==> config.mk <==
export PLATFORM = sky130hd
export DESIGN_NAME = pong_ball_ctrl
export DESIGN_NICKNAME = d
export VERILOG_FILES = /design/src/rtl/pong_pkg.sv /design/src/rtl/ball_collide.sv /design/src/rtl/pong_ball_ctrl.sv
export SDC_FILE = /design/constraint.sdc
export NUM_CORES = 1
export LEC_CHECK = 0
export ABC_AREA = 1
export CELL_PAD_IN_SITES_DETAIL_PLACEMENT = 0
export CELL_PAD_IN_SITES_GLOBAL_PLACEMENT = 1
export CORE_ASPECT_RATIO = 0.9
export CORE_MARGIN = 2
export CORE_UTILIZATION = 37
export DETAILED_ROUTE_END_ITERATION = 16
export HOLD_SLACK_MARGIN = 0.08
export PLACE_DENSITY_LB_ADDON = 0.1
export SLEW_MARGIN = 20
export SYNTH_ARGS = -nofsm -noshare
export SYNTH_HDL_FRONTEND = slang
export SYNTH_SLANG_ARGS = --single-unit
==> constraint.sdc <==
create_clock -name clock -period 2.6 [get_ports clock]
set_clock_uncertainty 0.2 [all_clocks]
set_input_delay 0.78 -clock clock [delete_from_list [all_inputs] [get_ports clock]]
set_output_delay 0.78 -clock clock [all_outputs]
set_load 0.03 [all_outputs]
==> src/rtl/pong_pkg.sv <==
// Shared types and constants for the Pong ball controller: FSM states,
// bounce command encoding and default screen geometry.
package pong_pkg;

    typedef enum logic [2:0] {
        StIdle,
        StServe,
        StPlay,
        StScored,
        StOver
    } state_t;

    localparam logic [1:0] BOUNCE_NONE   = 2'b00;
    localparam logic [1:0] BOUNCE_PADDLE = 2'b01;
    localparam logic [1:0] BOUNCE_WALL   = 2'b10;
    localparam logic [1:0] BOUNCE_SERVE  = 2'b11;

    localparam int unsigned SCREEN_X = 640;
    localparam int unsigned SCREEN_Y = 480;

    function automatic logic [3:0] sat_inc(input logic [3:0] v);
        return (v == 4'hf) ? v : v + 4'd1;
    endfunction

endpackage

==> src/rtl/ball_collide.sv <==
// Combinational geometry check of the ball against walls, both paddles and goal lines.
// All sums are 11 bits wide so edge coordinates never wrap.
module ball_collide
    import pong_pkg::*;
#(
    parameter int unsigned SCREEN_X = pong_pkg::SCREEN_X,
    parameter int unsigned SCREEN_Y = pong_pkg::SCREEN_Y,
    parameter int unsigned PAD_L_X  = 16,
    parameter int unsigned PAD_R_X  = 616,
    parameter int unsigned PAD_W    = 8,
    parameter int unsigned PAD_H    = 64
) (
    input  logic [9:0] ball_x,
    input  logic [9:0] ball_y,
    input  logic [7:0] ball_w,
    input  logic [7:0] ball_h,
    input  logic [9:0] pad_l_y,
    input  logic [9:0] pad_r_y,
    output logic       hit_pad,
    output logic       hit_wall,
    output logic       goal_l,
    output logic       goal_r
);

    localparam logic [10:0] PadLLeft  = 11'(PAD_L_X);
    localparam logic [10:0] PadLRight = 11'(PAD_L_X + PAD_W);
    localparam logic [10:0] PadRLeft  = 11'(PAD_R_X);
    localparam logic [10:0] PadRRight = 11'(PAD_R_X + PAD_W);
    localparam logic [10:0] PadH      = 11'(PAD_H);
    localparam logic [10:0] ScreenX   = 11'(SCREEN_X);
    localparam logic [10:0] ScreenY   = 11'(SCREEN_Y);

    logic [10:0] x0, x1, y0, y1, pl_top, pr_top;
    logic        ovl_l, ovl_r, hit_l, hit_r;

    assign x0     = {1'b0, ball_x};
    assign y0     = {1'b0, ball_y};
    assign x1     = x0 + {3'b000, ball_w};
    assign y1     = y0 + {3'b000, ball_h};
    assign pl_top = {1'b0, pad_l_y};
    assign pr_top = {1'b0, pad_r_y};

    assign ovl_l = (y0 < pl_top + PadH) && (y1 > pl_top);
    assign ovl_r = (y0 < pr_top + PadH) && (y1 > pr_top);

    assign hit_l = (x0 <= PadLRight) && (x1 > PadLLeft) && ovl_l;
    assign hit_r = (x1 >= PadRLeft) && (x0 < PadRRight) && ovl_r;

    assign hit_pad  = hit_l || hit_r;
    assign hit_wall = (y0 == 11'd0) || (y1 >= ScreenY);
    assign goal_l   = (x0 == 11'd0);
    assign goal_r   = (x1 >= ScreenX);

endmodule

==> src/rtl/pong_ball_ctrl.sv <==
// Game-level Pong controller: serve/play/scored/over flow, per-frame collision
// commands, move pacing and scores. Optional macro SPEEDUP_EN enables rally speed-up.
module pong_ball_ctrl
    import pong_pkg::*;
#(
    parameter int unsigned SCREEN_X     = pong_pkg::SCREEN_X,
    parameter int unsigned SCREEN_Y     = pong_pkg::SCREEN_Y,
    parameter int unsigned PAD_L_X      = 16,
    parameter int unsigned PAD_R_X      = 616,
    parameter int unsigned PAD_W        = 8,
    parameter int unsigned PAD_H        = 64,
    parameter int unsigned SPEED        = 2,
    parameter int unsigned SERVE_FRAMES = 60,
    parameter int unsigned WIN_SCORE    = 9
) (
    input  logic       clock,
    input  logic       reset,
    input  logic       frame_tick,
    input  logic       start,
    input  logic [9:0] ball_x,
    input  logic [9:0] ball_y,
    input  logic [7:0] ball_w,
    input  logic [7:0] ball_h,
    input  logic [9:0] pad_l_y,
    input  logic [9:0] pad_r_y,
    output logic [1:0] bounce,
    output logic       move_en,
    output logic [3:0] score_l,
    output logic [3:0] score_r,
    output logic       game_over,
    output logic       winner
);

    localparam int unsigned SERVE_W = $clog2(SERVE_FRAMES + 1);

    state_t               state_q, state_d;
    logic [1:0]           bounce_q, bounce_d;
    logic                 move_en_q, move_en_d;
    logic [3:0]           score_l_q, score_l_d, score_r_q, score_r_d;
    logic                 game_over_q, game_over_d;
    logic                 winner_q, winner_d;
    logic [3:0]           div_q, div_d;
    logic [SERVE_W-1:0]   serve_q, serve_d;
    logic [1:0]           cool_q, cool_d;
    logic                 enter_serve;
    logic                 hit_pad, hit_wall, goal_l, goal_r;
    logic [3:0]           limit;

`ifdef SPEEDUP_EN
    logic [3:0] limit_q, limit_d;
    logic [1:0] rally_q, rally_d;
    assign limit = limit_q;
`else
    assign limit = 4'(SPEED);
`endif

    ball_collide #(
        .SCREEN_X (SCREEN_X),
        .SCREEN_Y (SCREEN_Y),
        .PAD_L_X  (PAD_L_X),
        .PAD_R_X  (PAD_R_X),
        .PAD_W    (PAD_W),
        .PAD_H    (PAD_H)
    ) u_collide (
        .ball_x   (ball_x),
        .ball_y   (ball_y),
        .ball_w   (ball_w),
        .ball_h   (ball_h),
        .pad_l_y  (pad_l_y),
        .pad_r_y  (pad_r_y),
        .hit_pad  (hit_pad),
        .hit_wall (hit_wall),
        .goal_l   (goal_l),
        .goal_r   (goal_r)
    );

    always_comb begin
        state_d     = state_q;
        bounce_d    = BOUNCE_NONE;
        move_en_d   = 1'b0;
        score_l_d   = score_l_q;
        score_r_d   = score_r_q;
        winner_d    = winner_q;
        div_d       = div_q;
        serve_d     = serve_q;
        cool_d      = cool_q;
        enter_serve = 1'b0;
`ifdef SPEEDUP_EN
        limit_d     = limit_q;
        rally_d     = rally_q;
`endif

        unique case (state_q)
            StIdle, StOver: begin
                if (start) begin
                    state_d     = StServe;
                    score_l_d   = 4'd0;
                    score_r_d   = 4'd0;
                    enter_serve = 1'b1;
                end
            end
            StServe: begin
                if (frame_tick) begin
                    if (serve_q == SERVE_W'(SERVE_FRAMES - 1)) begin
                        state_d = StPlay;
                        serve_d = '0;
                    end else begin
                        serve_d = serve_q + 1'b1;
                    end
                end
            end
            StPlay: begin
                if (frame_tick) begin
                    if (cool_q != 2'd0) cool_d = cool_q - 2'd1;
                    // >= so a limit that just shrank below the running count still fires
                    if (div_q >= limit - 4'd1) begin
                        move_en_d = 1'b1;
                        div_d     = 4'd0;
                    end else begin
                        div_d = div_q + 4'd1;
                    end
                    if (goal_l) begin
                        score_r_d = sat_inc(score_r_q);
                        winner_d  = 1'b1;
                        state_d   = StScored;
                    end else if (goal_r) begin
                        score_l_d = sat_inc(score_l_q);
                        winner_d  = 1'b0;
                        state_d   = StScored;
                    end else if (cool_q == 2'd0) begin
                        if (hit_pad) begin
                            bounce_d = BOUNCE_PADDLE;
                            cool_d   = 2'd2;
`ifdef SPEEDUP_EN
                            rally_d  = rally_q + 2'd1;
                            if (rally_q == 2'd3 && limit_q > 4'd1) limit_d = limit_q - 4'd1;
`endif
                        end else if (hit_wall) begin
                            bounce_d = BOUNCE_WALL;
                            cool_d   = 2'd2;
                        end
                    end
                end
            end
            StScored: begin
                if (score_l_q == 4'(WIN_SCORE) || score_r_q == 4'(WIN_SCORE)) begin
                    state_d = StOver;
                end else begin
                    state_d     = StServe;
                    enter_serve = 1'b1;
                end
            end
            default: state_d = StIdle;
        endcase

        if (enter_serve) begin
            bounce_d = BOUNCE_SERVE;
            serve_d  = '0;
            div_d    = 4'd0;
            cool_d   = 2'd0;
`ifdef SPEEDUP_EN
            limit_d  = 4'(SPEED);
            rally_d  = 2'd0;
`endif
        end

        game_over_d = (state_d == StOver);
    end

    always_ff @(posedge clock or posedge reset) begin
        if (reset) begin
            state_q     <= StIdle;
            bounce_q    <= BOUNCE_NONE;
            move_en_q   <= 1'b0;
            score_l_q   <= 4'd0;
            score_r_q   <= 4'd0;
            game_over_q <= 1'b0;
            winner_q    <= 1'b0;
            div_q       <= 4'd0;
            serve_q     <= '0;
            cool_q      <= 2'd0;
`ifdef SPEEDUP_EN
            limit_q     <= 4'(SPEED);
            rally_q     <= 2'd0;
`endif
        end else begin
            state_q     <= state_d;
            bounce_q    <= bounce_d;
            move_en_q   <= move_en_d;
            score_l_q   <= score_l_d;
            score_r_q   <= score_r_d;
            game_over_q <= game_over_d;
            winner_q    <= winner_d;
            div_q       <= div_d;
            serve_q     <= serve_d;
            cool_q      <= cool_d;
`ifdef SPEEDUP_EN
            limit_q     <= limit_d;
            rally_q     <= rally_d;
`endif
        end
    end

    assign bounce    = bounce_q;
    assign move_en   = move_en_q;
    assign score_l   = score_l_q;
    assign score_r   = score_r_q;
    assign game_over = game_over_q;
    assign winner    = winner_q;

endmodule

==> results.rst <==
.. list-table::
   :header-rows: 1

   * - Metric
     - Value
   * - Top cell type's share of synthesized area
     - 0.2227
   * - DRC errors left
     - 0
   * - Required arrival time at the worst endpoint
     - 2.57 ns
   * - Total power per unit cell area
     - 339.1 nW/um^2
   * - Number of antenna violations at the first check in global routing
     - 0
   * - Setup-failing EPs final
     - 4
   * - Most used cell, CP
     - sky130_fd_sc_hd__nand2_1
   * - Finished layout cell area
     - 5653 um^2
   * - Share of synthesized registers carrying an async set or reset
     - 1.000
   * - Violated checks
     - negative setup slack
   * - Clock latency on the worst-skew pair
     - 0.27 ns
   * - Final critical-path share of the clock period
     - 1.227
   * - Reg2Reg Depth
     - 12
   * - Number of filler cells placed in the layout
     - 923
   * - Clock period minus worst slack
     - 3.190 ns
   * - Total number of placement rows
     - 34
   * - Count of input and output buffers
     - 72
   * - Worst hold stages
     - 2
   * - Largest buffer count on any clock path
     - 2
   * - CP max stage cell
     - sky130_fd_sc_hd__fa_2
   * - Floorplan die area
     - 10520 um^2
   * - Antenna fix cells
     - 0
   * - Maximum single-stage delay on the critical path
     - 0.34 ns
   * - Post-route ant nets
     - 0
   * - Synthesized instance count
     - 541
   * - Worst-path clk slew
     - 0.09 ns
   * - Number of top-level design ports
     - 73
   * - Worst path arrival time
     - 3.16 ns
   * - Per-cell via count in the routed design
     - 4.778
   * - Vertical die dimension
     - 97.53 um
   * - All-layer global routing usage
     - 0.2046
   * - Max-capacitance violation count
     - 0
   * - Result of the run
     - finished with violations
   * - Area overhead of the layout relative to synthesis
     - 57.20%
   * - Max-slew violation count
     - 0
   * - Number of buffers added by the clock tree synthesis step
     - 3
   * - Sinks on the clock net
     - 28
   * - Total wire length
     - 10650 um
   * - Highest net fanout along the worst path
     - 3
   * - Layout net count
     - 830
   * - Final estimated routing congestion in global placement
     - 0.8497
   * - Part of the Yosys area used for sequential elements
     - 0.1949
   * - Number of failing hold endpoints at the final stage
     - 0
   * - Initial drt markers
     - 171
   * - CTS tree
     - yes
   * - Top area cells in the synthesized netlist
     - sky130_fd_sc_hd__ha_1 (22%), sky130_fd_sc_hd__dfrtp_1 (19%), sky130_fd_sc_hd__nand2_1 (16%), sky130_fd_sc_hd__inv_1 (9.8%), sky130_fd_sc_hd__nand3_1 (6.7%)
   * - Number of library cell types mapped by synthesis
     - 40
   * - Aggregate negative setup slack
     - -1.670 ns
   * - CP endpoint kind
     - register
   * - Worst min-delay path startpoint
     - div_q[3]
   * - Startpoint of the most critical register-to-register path
     - score_l[1]
   * - Area of placed instances
     - 5080 um^2
   * - Worst min-delay path category
     - register to register
   * - Count of yosys warnings during synthesis
     - 0
   * - Actual slew at the worst max-slew pin
     - 0.4907 ns
   * - Final worst setup slack
     - -0.5904 ns
   * - Total congestion overflow after global routing
     - 0
   * - Fraction of layout cells with a size suffix above 1
     - 0.3058
   * - Level count of the clock H-tree
     - 1
   * - Post-synth EDFFs
     - 0
   * - Register-to-register setup slack
     - 0.47 ns
   * - First-pass GRT wire length
     - 17680 um
   * - Mean post-synth cell area
     - 6.647 um^2
   * - Wirelength per Cell
     - 12.84 um
   * - CTS hold repair buffers
     - 0
   * - FF+latch count, synth
     - 28
   * - Placed Cells incl. Taps
     - 813
   * - Worst setup path startpoint
     - ball_y[0]
   * - Post-Syn Area
     - 3596 um^2
   * - Top flip-flop cell by instance count after synthesis
     - sky130_fd_sc_hd__dfrtp_1
   * - Post-Layout Cell Count
     - 829
   * - Via count of the first global-routing pass
     - 3822
   * - Max VDD drop
     - 254.7 uV
   * - Critical Path, Cell by Cell
     - buf_8 -> ha_4 -> fa_2 -> nand2_2 -> inv_2 -> nand2_2 -> nand2_2 -> nand2_2 -> nand3_4 -> xor2_4 -> ha_1 -> a21o_1 -> a21oi_1 -> nand2_1 -> nand2_1 -> a21oi_2 -> nand3_2 -> nand3_2 -> nand2_1 -> nand2_1 -> nand2_1 -> nand2_1
   * - Synth Net Count
     - 667
   * - Core area
     - 9572 um^2
   * - Pre-antenna DRT Iters
     - 4
   * - Post-detailed-placement half-perimeter wirelength
     - 8757 um
   * - Vias post-DR
     - 3961
   * - Normalized max-slew margin
     - 0.6694
   * - Maximum frequency from static timing analysis
     - 313.4 MHz
   * - Cell type contributing the most total cell area after synthesis
     - sky130_fd_sc_hd__ha_1
   * - Type of the worst setup path
     - input port to register
   * - Effective utilization at floorplan
     - 0.3757
   * - RSZ-0062 raised after global routing
     - true
   * - Pin count of the biggest net entering global routing
     - 29
   * - Root Driver
     - sky130_fd_sc_hd__clkbuf_8
   * - Leakage power total
     - 0.002928 uW
   * - Startpoint class of the critical path
     - input port
   * - Endpoint of the most critical register-to-register path
     - serve_q[5]
   * - Hold Path End
     - div_q[3]
   * - Horizontal die dimension
     - 107.9 um
-- per-layer routing --
metal | share of wire | vias to the layer above | track usage
met4 | 0.0059 | 0 | 0.02170
met3 | 0.049 | 6 | 0.01207
li1 | - | 2091 | -
met5 | 0 | - | 0
met2 | 0.45 | 67 | 0.3309
met1 | 0.49 | 1797 | 0.3083
-- flip-flops by register name (all words and copies together), names as in the netlist --
signal	cells
cool_q	2
game_over	1
score_r	4
move_en	1
winner	1
serve_q	6
state_q	3
score_l	4
div_q	4
bounce	2
-- layout make-up --
type,count,area (um^2),area share
repair buffers,158,1311,0.2320
multi-input cells,414,3054,0.5403
flip-flops and latches,28,700.7,0.1239
well taps,126,157.7,0.02789
clock buffers,4,55.05,0.009739
inverters,99,374.1,0.06618
-- worst max-delay path, delay by kind of cell --
kind                       cells  cell delay (ns)
and+or+nand+nor               13             0.87
adders and majority gates      3             0.80
AOI/OAI and AO/OA              3             0.35
xor gates and xnor gates       1             0.18
buffers and inverters          2             0.15
-- cells in the final DEF (no fill, tap or decap), types with 2 or more instances in the layout --
master	n
sky130_fd_sc_hd__buf_6	6
sky130_fd_sc_hd__a21oi_1	25
sky130_fd_sc_hd__o31ai_1	2
sky130_fd_sc_hd__buf_2	9
sky130_fd_sc_hd__o21ai_0	12
sky130_fd_sc_hd__nand4_1	7
sky130_fd_sc_hd__clkbuf_8	4
sky130_fd_sc_hd__nor3_1	7
sky130_fd_sc_hd__ha_4	19
sky130_fd_sc_hd__inv_1	90
sky130_fd_sc_hd__xor2_2	2
sky130_fd_sc_hd__o21ai_2	3
sky130_fd_sc_hd__nand2_1	118
sky130_fd_sc_hd__o2111ai_1	2
sky130_fd_sc_hd__buf_4	85
sky130_fd_sc_hd__nand2_2	31
sky130_fd_sc_hd__xnor2_1	5
sky130_fd_sc_hd__clkdlybuf4s50_1	39
sky130_fd_sc_hd__nor2_4	3
sky130_fd_sc_hd__dfrtp_1	28
sky130_fd_sc_hd__and3_1	2
sky130_fd_sc_hd__nor2_1	32
sky130_fd_sc_hd__clkbuf_2	2
sky130_fd_sc_hd__nand2_4	5
sky130_fd_sc_hd__nor4_1	2
sky130_fd_sc_hd__o21a_1	2
sky130_fd_sc_hd__nand3_2	8
sky130_fd_sc_hd__fa_2	2
sky130_fd_sc_hd__a21o_1	2
sky130_fd_sc_hd__nand3_4	2
sky130_fd_sc_hd__a21oi_2	6
sky130_fd_sc_hd__clkdlybuf4s15_1	3
sky130_fd_sc_hd__ha_1	45
sky130_fd_sc_hd__nor2_2	6
sky130_fd_sc_hd__inv_2	8
sky130_fd_sc_hd__nor4_2	2
sky130_fd_sc_hd__dlygate4sd2_1	11
sky130_fd_sc_hd__xor2_1	4
sky130_fd_sc_hd__nand3_1	39
-- worst max path at each step --
stage / to / cells after the start
finish: cool_q[1] / 22
floorplan: cool_q[1] / 21
CTS: cool_q[1] / 22
global placement: cool_q[1] / 25
global route: cool_q[1] / 25
detailed placement: cool_q[1] / 26
-- per-stage QoR --
step / total power [uW] / utilization / setup slack [ns] / hold slack (ns)
5_1_grt: 2092 / 0.5906 / -0.7565 / 0.3298
3_5_place_dp: 1454 / 0.5307 / -1.397 / 0.2902
6_report: 1917 / 0.5906 / -0.5904 / 0.3026
2_1_floorplan: 1044 / - / -0.6133 / 0.2601
4_1_cts: 1832 / 0.5705 / -0.6574 / 0.3106
3_3_place_gp: 1433 / 0.5307 / -1.281 / 0.2727
-- synth_stat cells, types with 2 or more instances --
master / count
sky130_fd_sc_hd__nand2_2: 3
sky130_fd_sc_hd__o21ai_2: 2
sky130_fd_sc_hd__fa_1: 2
sky130_fd_sc_hd__a21o_1: 2
sky130_fd_sc_hd__nor4_1: 2
sky130_fd_sc_hd__and3_1: 3
sky130_fd_sc_hd__nor2_2: 2
sky130_fd_sc_hd__a21oi_1: 32
sky130_fd_sc_hd__nand4_1: 7
sky130_fd_sc_hd__o21ai_0: 14
sky130_fd_sc_hd__o31ai_1: 2
sky130_fd_sc_hd__nand3_1: 48
sky130_fd_sc_hd__nor2_1: 39
sky130_fd_sc_hd__inv_1: 94
sky130_fd_sc_hd__o2111ai_1: 2
sky130_fd_sc_hd__dfrtp_1: 28
sky130_fd_sc_hd__o21a_1: 2
sky130_fd_sc_hd__xnor2_1: 5
sky130_fd_sc_hd__ha_1: 64
sky130_fd_sc_hd__nor3_1: 7
sky130_fd_sc_hd__nor4_2: 2
sky130_fd_sc_hd__nand2_1: 151
sky130_fd_sc_hd__inv_2: 5
sky130_fd_sc_hd__xor2_1: 7
-- power breakdown --
group | internal, uW | total, uW | switching [uW]
Clock | 135 | 270 | 134
Sequential | 479 | 512 | 33.3
Combinational | 546 | 1140 | 589
-- timing repair --
action                     CTS  global route
setup endpoints to repair    9             8
pin swaps                   57            44
gates resized for setup    139            59
buffers inserted            11             1
-- kinds of logic (layout without fill, tap and decap cells) --
logic type	count (synthesis)	after routing	share of synthesized area
buffers and inverters	99	261	0.1033
and+or+nand+nor	272	272	0.3351
xor gates and xnor gates	12	12	0.02923
DFF	28	28	0.1948
AOI/OAI and AO/OA	64	64	0.1037
adders and majority gates	66	66	0.2338
Note: power is estimated with default switching activity, not from simulation.
